File: src/rtl/alu_seq.sv
// rtl/alu_seq.sv - handshaked ALU with a registered 2*WIDTH result and a sequential shift-add multiply
module alu_seq #(
  parameter int WIDTH = 8
) (
  input  logic                 clk,
  input  logic                 rst,
  input  logic                 in_valid,
  output logic                 in_ready,
  input  logic [3:0]           op_code,
  input  logic [WIDTH-1:0]     a,
  input  logic [WIDTH-1:0]     b,
  output logic                 out_valid,
  input  logic                 out_ready,
  output logic [2*WIDTH-1:0]   result,
  output logic                 carry,
  output logic                 zero,
  output logic                 err
);

  localparam int CW = (WIDTH > 2) ? $clog2(WIDTH) : 1;
  localparam logic [CW-1:0] CNT_LAST = CW'(WIDTH - 1);

  localparam logic [1:0] ST_IDLE = 2'd0;
  localparam logic [1:0] ST_MUL  = 2'd1;
  localparam logic [1:0] ST_DONE = 2'd2;

  localparam logic [3:0] OP_ADD  = 4'd0;
  localparam logic [3:0] OP_SUB  = 4'd1;
  localparam logic [3:0] OP_MUL  = 4'd2;
  localparam logic [3:0] OP_OR   = 4'd3;
  localparam logic [3:0] OP_XOR  = 4'd4;
  localparam logic [3:0] OP_AND  = 4'd5;
  localparam logic [3:0] OP_NAND = 4'd6;
  localparam logic [3:0] OP_NOR  = 4'd7;
  localparam logic [3:0] OP_SHL  = 4'd8;
  localparam logic [3:0] OP_SHR  = 4'd9;
  localparam logic [3:0] OP_SLTU = 4'd10;

  logic [1:0]           state;
  logic [CW-1:0]        cnt;
  logic [WIDTH-1:0]     a_reg;
  logic [WIDTH-1:0]     b_reg;
  logic [2*WIDTH-1:0]   acc;

  logic [2*WIDTH-1:0]   a_ext;
  logic [2*WIDTH-1:0]   b_ext;
  logic [WIDTH:0]       sum;
  logic [2*WIDTH-1:0]   alu_res;
  logic                 alu_carry;
  logic                 alu_err;

  logic [2*WIDTH-1:0]   a_reg_ext;
  logic [2*WIDTH-1:0]   mul_add;
  logic [2*WIDTH-1:0]   acc_next;

  assign in_ready = (state == ST_IDLE) && !rst;

  assign a_ext = {{WIDTH{1'b0}}, a};
  assign b_ext = {{WIDTH{1'b0}}, b};
  assign sum   = {1'b0, a} + {1'b0, b};

  // Single-cycle opcodes are evaluated straight from the input bus at the accept edge.
  always_comb begin
    alu_res   = '0;
    alu_carry = 1'b0;
    alu_err   = 1'b0;
    case (op_code)
      OP_ADD: begin
        alu_res   = {{(WIDTH-1){1'b0}}, sum};
        alu_carry = sum[WIDTH];
      end
      OP_SUB: begin
        alu_res   = a_ext - b_ext;
        alu_carry = (a < b);
      end
      OP_MUL:  alu_res = '0;
      OP_OR:   alu_res = a_ext | b_ext;
      OP_XOR:  alu_res = a_ext ^ b_ext;
      OP_AND:  alu_res = a_ext & b_ext;
      OP_NAND: alu_res = {{WIDTH{1'b0}}, ~(a & b)};
      OP_NOR:  alu_res = {{WIDTH{1'b0}}, ~(a | b)};
      // Shift amounts past the vector width shift everything out, giving 0.
      OP_SHL:  alu_res = a_ext << b;
      OP_SHR:  alu_res = a_ext >> b;
      OP_SLTU: alu_res = {{(2*WIDTH-1){1'b0}}, (a < b)};
      default: alu_err = 1'b1;
    endcase
  end

  assign a_reg_ext = {{WIDTH{1'b0}}, a_reg};
  assign mul_add   = b_reg[cnt] ? (a_reg_ext << cnt) : '0;
  assign acc_next  = acc + mul_add;

  always_ff @(posedge clk or posedge rst) begin
    if (rst) begin
      state     <= ST_IDLE;
      cnt       <= '0;
      a_reg     <= '0;
      b_reg     <= '0;
      acc       <= '0;
      out_valid <= 1'b0;
      result    <= '0;
      carry     <= 1'b0;
      zero      <= 1'b0;
      err       <= 1'b0;
    end else begin
      case (state)
        ST_IDLE: begin
          if (in_valid) begin
            a_reg <= a;
            b_reg <= b;
            if (op_code == OP_MUL) begin
              acc   <= '0;
              cnt   <= '0;
              state <= ST_MUL;
            end else begin
              result    <= alu_res;
              carry     <= alu_carry;
              zero      <= (alu_res == '0);
              err       <= alu_err;
              out_valid <= 1'b1;
              state     <= ST_DONE;
            end
          end
        end
        ST_MUL: begin
          acc <= acc_next;
          cnt <= cnt + 1'b1;
          // The last partial product is folded straight into the result register.
          if (cnt == CNT_LAST) begin
            result    <= acc_next;
            carry     <= 1'b0;
            zero      <= (acc_next == '0);
            err       <= 1'b0;
            out_valid <= 1'b1;
            state     <= ST_DONE;
          end
        end
        ST_DONE: begin
          if (out_ready) begin
            out_valid <= 1'b0;
            state     <= ST_IDLE;
          end
        end
        default: state <= ST_IDLE;
      endcase
    end
  end

endmodule

File: config.mk
export PLATFORM = sky130hd
export DESIGN_NAME = alu_seq
export DESIGN_NICKNAME = d
export VERILOG_FILES = /design/src/rtl/alu_seq.sv
export SDC_FILE = /design/constraint.sdc
export NUM_CORES = 1
export LEC_CHECK = 0
export ABC_AREA = 1
export BUFFER_PORTS_ARGS = -buffer_cell sky130_fd_sc_hd__buf_2
export CORE_UTILIZATION = 40
export CTS_BUF_LIST = sky130_fd_sc_hd__clkbuf_4 sky130_fd_sc_hd__clkbuf_8
export DETAILED_ROUTE_END_ITERATION = 10
export PLACE_DENSITY_LB_ADDON = 0.15
export SYNTH_ARGS = -nofsm -noshare
export SYNTH_HDL_FRONTEND = slang
export SYNTH_SLANG_ARGS = --single-unit
export TNS_END_PERCENT = 100
File: constraint.sdc
create_clock -name clk -period 4.6 [get_ports clk]
set_input_delay 0.92 -clock clk [delete_from_list [all_inputs] [get_ports clk]]
set_output_delay 0.92 -clock clk [all_outputs]
set_load 0.02 [all_outputs]
# Word level (Yosys, flattened, before mapping)
# Cells that the tools add are included.
# classes
addsub,4
n_mul,0
div_mod_pow,0
magnitude_cmp,2
eq_ne,18
n_shift,3
mux,37
bitwise_logic,7
reduce_logical,14
# op_table
cell,count
16-bit case mux with 10 select lines,1
16-bit two-way mux,6
16-bit case mux with 2 select lines,2
16-bit zero test,2
16-bit adder,1
8-bit bitwise AND,2
"4-bit by 3-bit == test with 1-bit output, second input constant",4
8-bit inverter,2
8-bit OR,2
8-bit by 3-bit left shift with 16-bit output,1
8-bit by 8-bit left shift with 16-bit output,1
8-bit by 8-bit right shift with 16-bit output,1
1-bit two-way mux,14
"4-bit == test, second input constant",3
10-bit OR reduction,1
8-bit by 8-bit adder with 9-bit output,1
8-bit by 8-bit subtractor with 9-bit output,1
"4-bit by 2-bit == test with 1-bit output, second input constant",2
8-bit less-than comparator,1
2-bit two-way mux,4
"2-bit != test, second input constant",4
1-bit case mux with 2 select lines,4
8-bit XOR,1
3-bit two-way mux,2
21 further kinds,22
# totals
register_bits,57
latchBits,0
mem_bits_rw,0
mem_bits_ro,0
in_bits,24
out_inout_bits,21
wordCells,95
mem_count,0

# Longest topological paths before layout
# depth
word_depth,7
depth_mapped,24
mapped_depth_nobuf,23

# Least setup slack after synthesis
# OpenSTA, ideal clock, no wires.
# synth_timing
path_type,register -> register
start,register cnt[0]
end,register zero
setup_ns,0.117
t_arrival_ns,2.794
t_required_ns,4.483
slack_ns,1.689
path_stages_with_launch,23
n_path_buf,2
synth_period_minus_slack_ns,2.911
cell_sequence,dfrtp_1 > clkbuf_1 > inv_1 > clkbuf_1 > o21ai_0 > o21ai_0 > nor2_1 > o21ai_0 > inv_1 > ha_1 > a21oi_1 > o21ai_0 > nand2_1 > nand3_1 > nand2_1 > inv_1 > o21ai_0 > nand2_1 > nand2_1 > nor2_1 > o21bai_1 > nand2_1 > nand2_1
# synth_between
elab_chain_len,7
elab_cells_between_ends,11
cone_classes,1 x add/sub; 2 x eq/ne; 1 x shift; 5 x mux; 2 x reduce/logical
# synth_lines
element,line_no,text
"start, declared",40,logic [CW-1:0] cnt;
"start signal, assigned",128,cnt <= cnt + 1'b1;
1-bit binary-select mux with 3-bit select,91,assign mul_add = b_reg[cnt] ? (a_reg_ext << cnt) : '0;
1-bit two-way mux (not written as such),91,
16-bit two-way mux,91,
16-bit adder,92,assign acc_next = acc + mul_add;
16-bit zero test,133,zero <= (acc_next == '0);
1-bit two-way mux,130,if (cnt == CNT_LAST) begin
1-bit case mux with 2 select lines,107,case (state)
"end signal, assigned",119,zero <= (alu_res == '0);
"end signal, assigned",133,
"end, declared",16,"output logic zero,"
# Parallel ways exist; a longest one is shown, timed or not. The select of a mux whose other input is x is not followed.
# A chain may end at the register's enable or synchronous reset.

# Worst setup path in the final report
# Same ends and word-level chain as after synthesis.

==> summary.txt <==
Run status
  • Status: finished, final reports clean

Routing
  • WL per Instance: ~18 um
  • Via count: ~6400
  • Final wirelength: 20.1 mm
  • Pre-Repair DR Iteration Count: 5
  • Vias per cell: 5.54
  • Post-route ant nets: 0
  • DRT iter0 DRCs: between 500 and 600
  • Remaining DRCs: 0

Layout
  • Top Registers: acc (16), result (16)
  • Final std cells w/o fill: 1146
  • Layout cells sized above 1: 0.107
  • Layout Nets: 1030
  • Ant. Diodes: 0
  • Area grow syn2layout: 8.48%

Timing
  • RSZ-0062 raised after global routing: no
  • Relative slew slack: 0.387
  • Post-route minimum period: between 3 and 4 ns
  • Worst Tran Pin Value: 0.917 ns
  • Final Slew Violations: 0
  • Setup TNS Final: 0 ns
  • Fmax: about 290 MHz
  • Period utilisation layout: 0.759
  • Clock Skew: just under 0.01 ns
  • Setup violators final: 0
  • Fin. Hold Viols: 0

Yosys
  • Post-synth cell types: 44
  • Average instance area after synthesis: 6.28 sq um
  • Sequential fraction of the synthesis area: 0.243
  • Cell Area, Synth: around 6000 sq um
  • Share of the synthesized area in the top cell type: 0.243
  • Number of flops mapped to enable cells by yosys: 0
  • Ys flop type: dfrtp_1
  • Fraction of registers with async set/reset: 1.00
  • Syn Inst Count: about 930
  • Leading area contributor after synthesis: dfrtp_1
  • Register bit total from synthesis: 57
  • Top-count cell post-synth: nand2_1
  • Synthesis warning total: 0
  • Commonest cells post-synth: nand2_1, nor2_1, nand3_1, inv_1, o21ai_0
  • Top area cells in the synthesized netlist: dfrtp_1, nand2_1, ha_1
  • Syn Nets: 1003

Global routing
  • Largest net degree at the start of global routing: 39
  • Antenna violations before repair: 0
  • Overall Global Routing Usage: 0.278
  • Vias in the first global route: a little under 6000
  • First-pass GRT wire length: 31.9 mm
  • Gr ovfl total: 0

CTS
  • Max Root-Sink Buffers: 2
  • TritonCTS clock tree: yes
  • CTS Root Buffer Type: clkbuf_8
  • Clk Latency, worst-skew pair: about 0.34 ns
  • Hold_buf cts: 0
  • Clock sink count: 57
  • Number of buffers created by CTS: 9
  • H-tree levels: 3
  • # resized after CTS: 0
  • Post-CTS Setup Bufs: 0
  • Clk pin slew, worst setup/hold paths: approximately 0.070 ns

Pwr
  • Leak: 3.39 nW
  • Sw Ratio: 0.489
  • Design Power: between 2 and 3 mW
  • Total net switching power: 1.45 mW
  • Pwr/cell area: 466 nW/um^2
  • Clock share of power: 0.154
  • VDD IR-drop max: between 0.15 and 0.2 mV
  • Int Power: ~1.5 mW
  • Sequential power share: 0.303
  • Combinational power share: 0.543

Floorplanning
  • Site Rows: 43
  • Die area: 15200 sq um
  • Die height: ~120 um
  • Die X: approximately 120 um
  • IO Count: 45
  • Initial core utilization: 0.416
  • CORE AREA: around 14000 sq um

Critical path
  • Critical setup path kind: reg2reg
  • Critical path endpoint category: register
  • Critical path launch point type: register
  • Crit path DAT: around 3.8 ns
  • R2r worst-path depth: 20
  • Worst EP required: 4.88 ns
  • Crit path max fanout: 17

Placed design
  • # placed instances: about 1100
  • DP HPWL: approximately 16 mm
  • Gpl congestion: between 0.9 and 1
  • PortBufs: 44

Hold path
  • Hold depth: 2
  • Hold/Removal Path Class: reg2reg

Flow run
  • Max-cap viol count: 0
==> cells in the final DEF (no fill, tap or decap), drive strengths merged, types with 14 or more instances in the layout <==
cell type / n
dfrtp: 57
nand2: 289
nand4: 33
o21ai: 72
clkbuf: 14
a21oi: 42
buf: 48
inv: 92
ha: 42
nor3: 15
nor2: 109
nand3: 93
==> final cells by class <==
class	instances	area, sq um
fill	1543	7730
multi-input combinational	752	3920
sequential	57	1430
inverter	93	349
timing repair buffer	48	250
tap	180	225
clock buffer	14	186
clock inverter	2	10.0
==> worst max-delay path, cell delays in order, from the launching register on <==
cell and delay (ns):
dfrtp_1 0.62, inv_1 0.26, o21ai_0 0.22, o22ai_1 0.10, nand2_1 0.14, nand2_1 0.16
o21ai_0 0.13, inv_1 0.07, ha_1 0.35, a21oi_1 0.28, o21ai_0 0.15, a21oi_1 0.19
nand2_1 0.07, nand2_1 0.06, nand2_1 0.07, nor2_1 0.09, nand3_1 0.08, nor2_1 0.11
o21bai_1 0.12, nand2_1 0.06, nand2_1 0.09
==> stage by stage <==
step	setup WS, ns	cell area (sq um)	util	hold slack (ns)
final	1.11	6370	0.452	0.484
after global routing	0.637	6370	0.452	0.505
after CTS	1.16	6370	0.452	0.489
after detailed placement	0.985	6170	0.438	0.473
after global placement	0.965	6170	0.438	0.474
after floorplan	1.69	5870	-	0.448
==> power groups by stage <==
stage,Combinational [mW],Clock (mW),Sequential (mW)
2_1_floorplan,1.12,0,0.924
3_3_place_gp,1.60,0,0.913
3_5_place_dp,1.59,0,0.904
4_1_cts,1.60,0.463,0.898
5_1_grt,1.82,0.483,0.927
6_report,1.61,0.456,0.899
==> path summary, 6_finish.rpt <==
| path | startpoint | end | slack, ns |
|---|---|---|---|
| hold / removal | a_reg[4] | a_reg[4] | 0.48 |
| setup / recovery | cnt[0] | zero | 1.11 |
| hold reg to reg | a_reg[4] | a_reg[4] | 0.48 |
| min in group asynchronous | rst | err | 0.74 |
| max in group asynchronous | rst | result[5] | 3.04 |
| setup reg to reg | cnt[0] | zero | 1.11 |
==> per-layer routing <==
metal | routed length, um | track usage
met1 | 9470 | 0.382
met2 | 9080 | 0.448
met3 | 852 | 0.0291
met4 | 656 | 0.108
met5 | 0 | 0
==> cell families after synthesis <==
group	after synthesis	synth area share
muxes	2	0.00341
adders and majority gates	45	0.0998
AOI/OAI and AO/OA	149	0.144
and+or+nand+nor	548	0.409
DFF	57	0.243
buffers and inverters	125	0.0891
xor gates and xnor gates	8	0.0119
(Power assumes the default switching activity.)
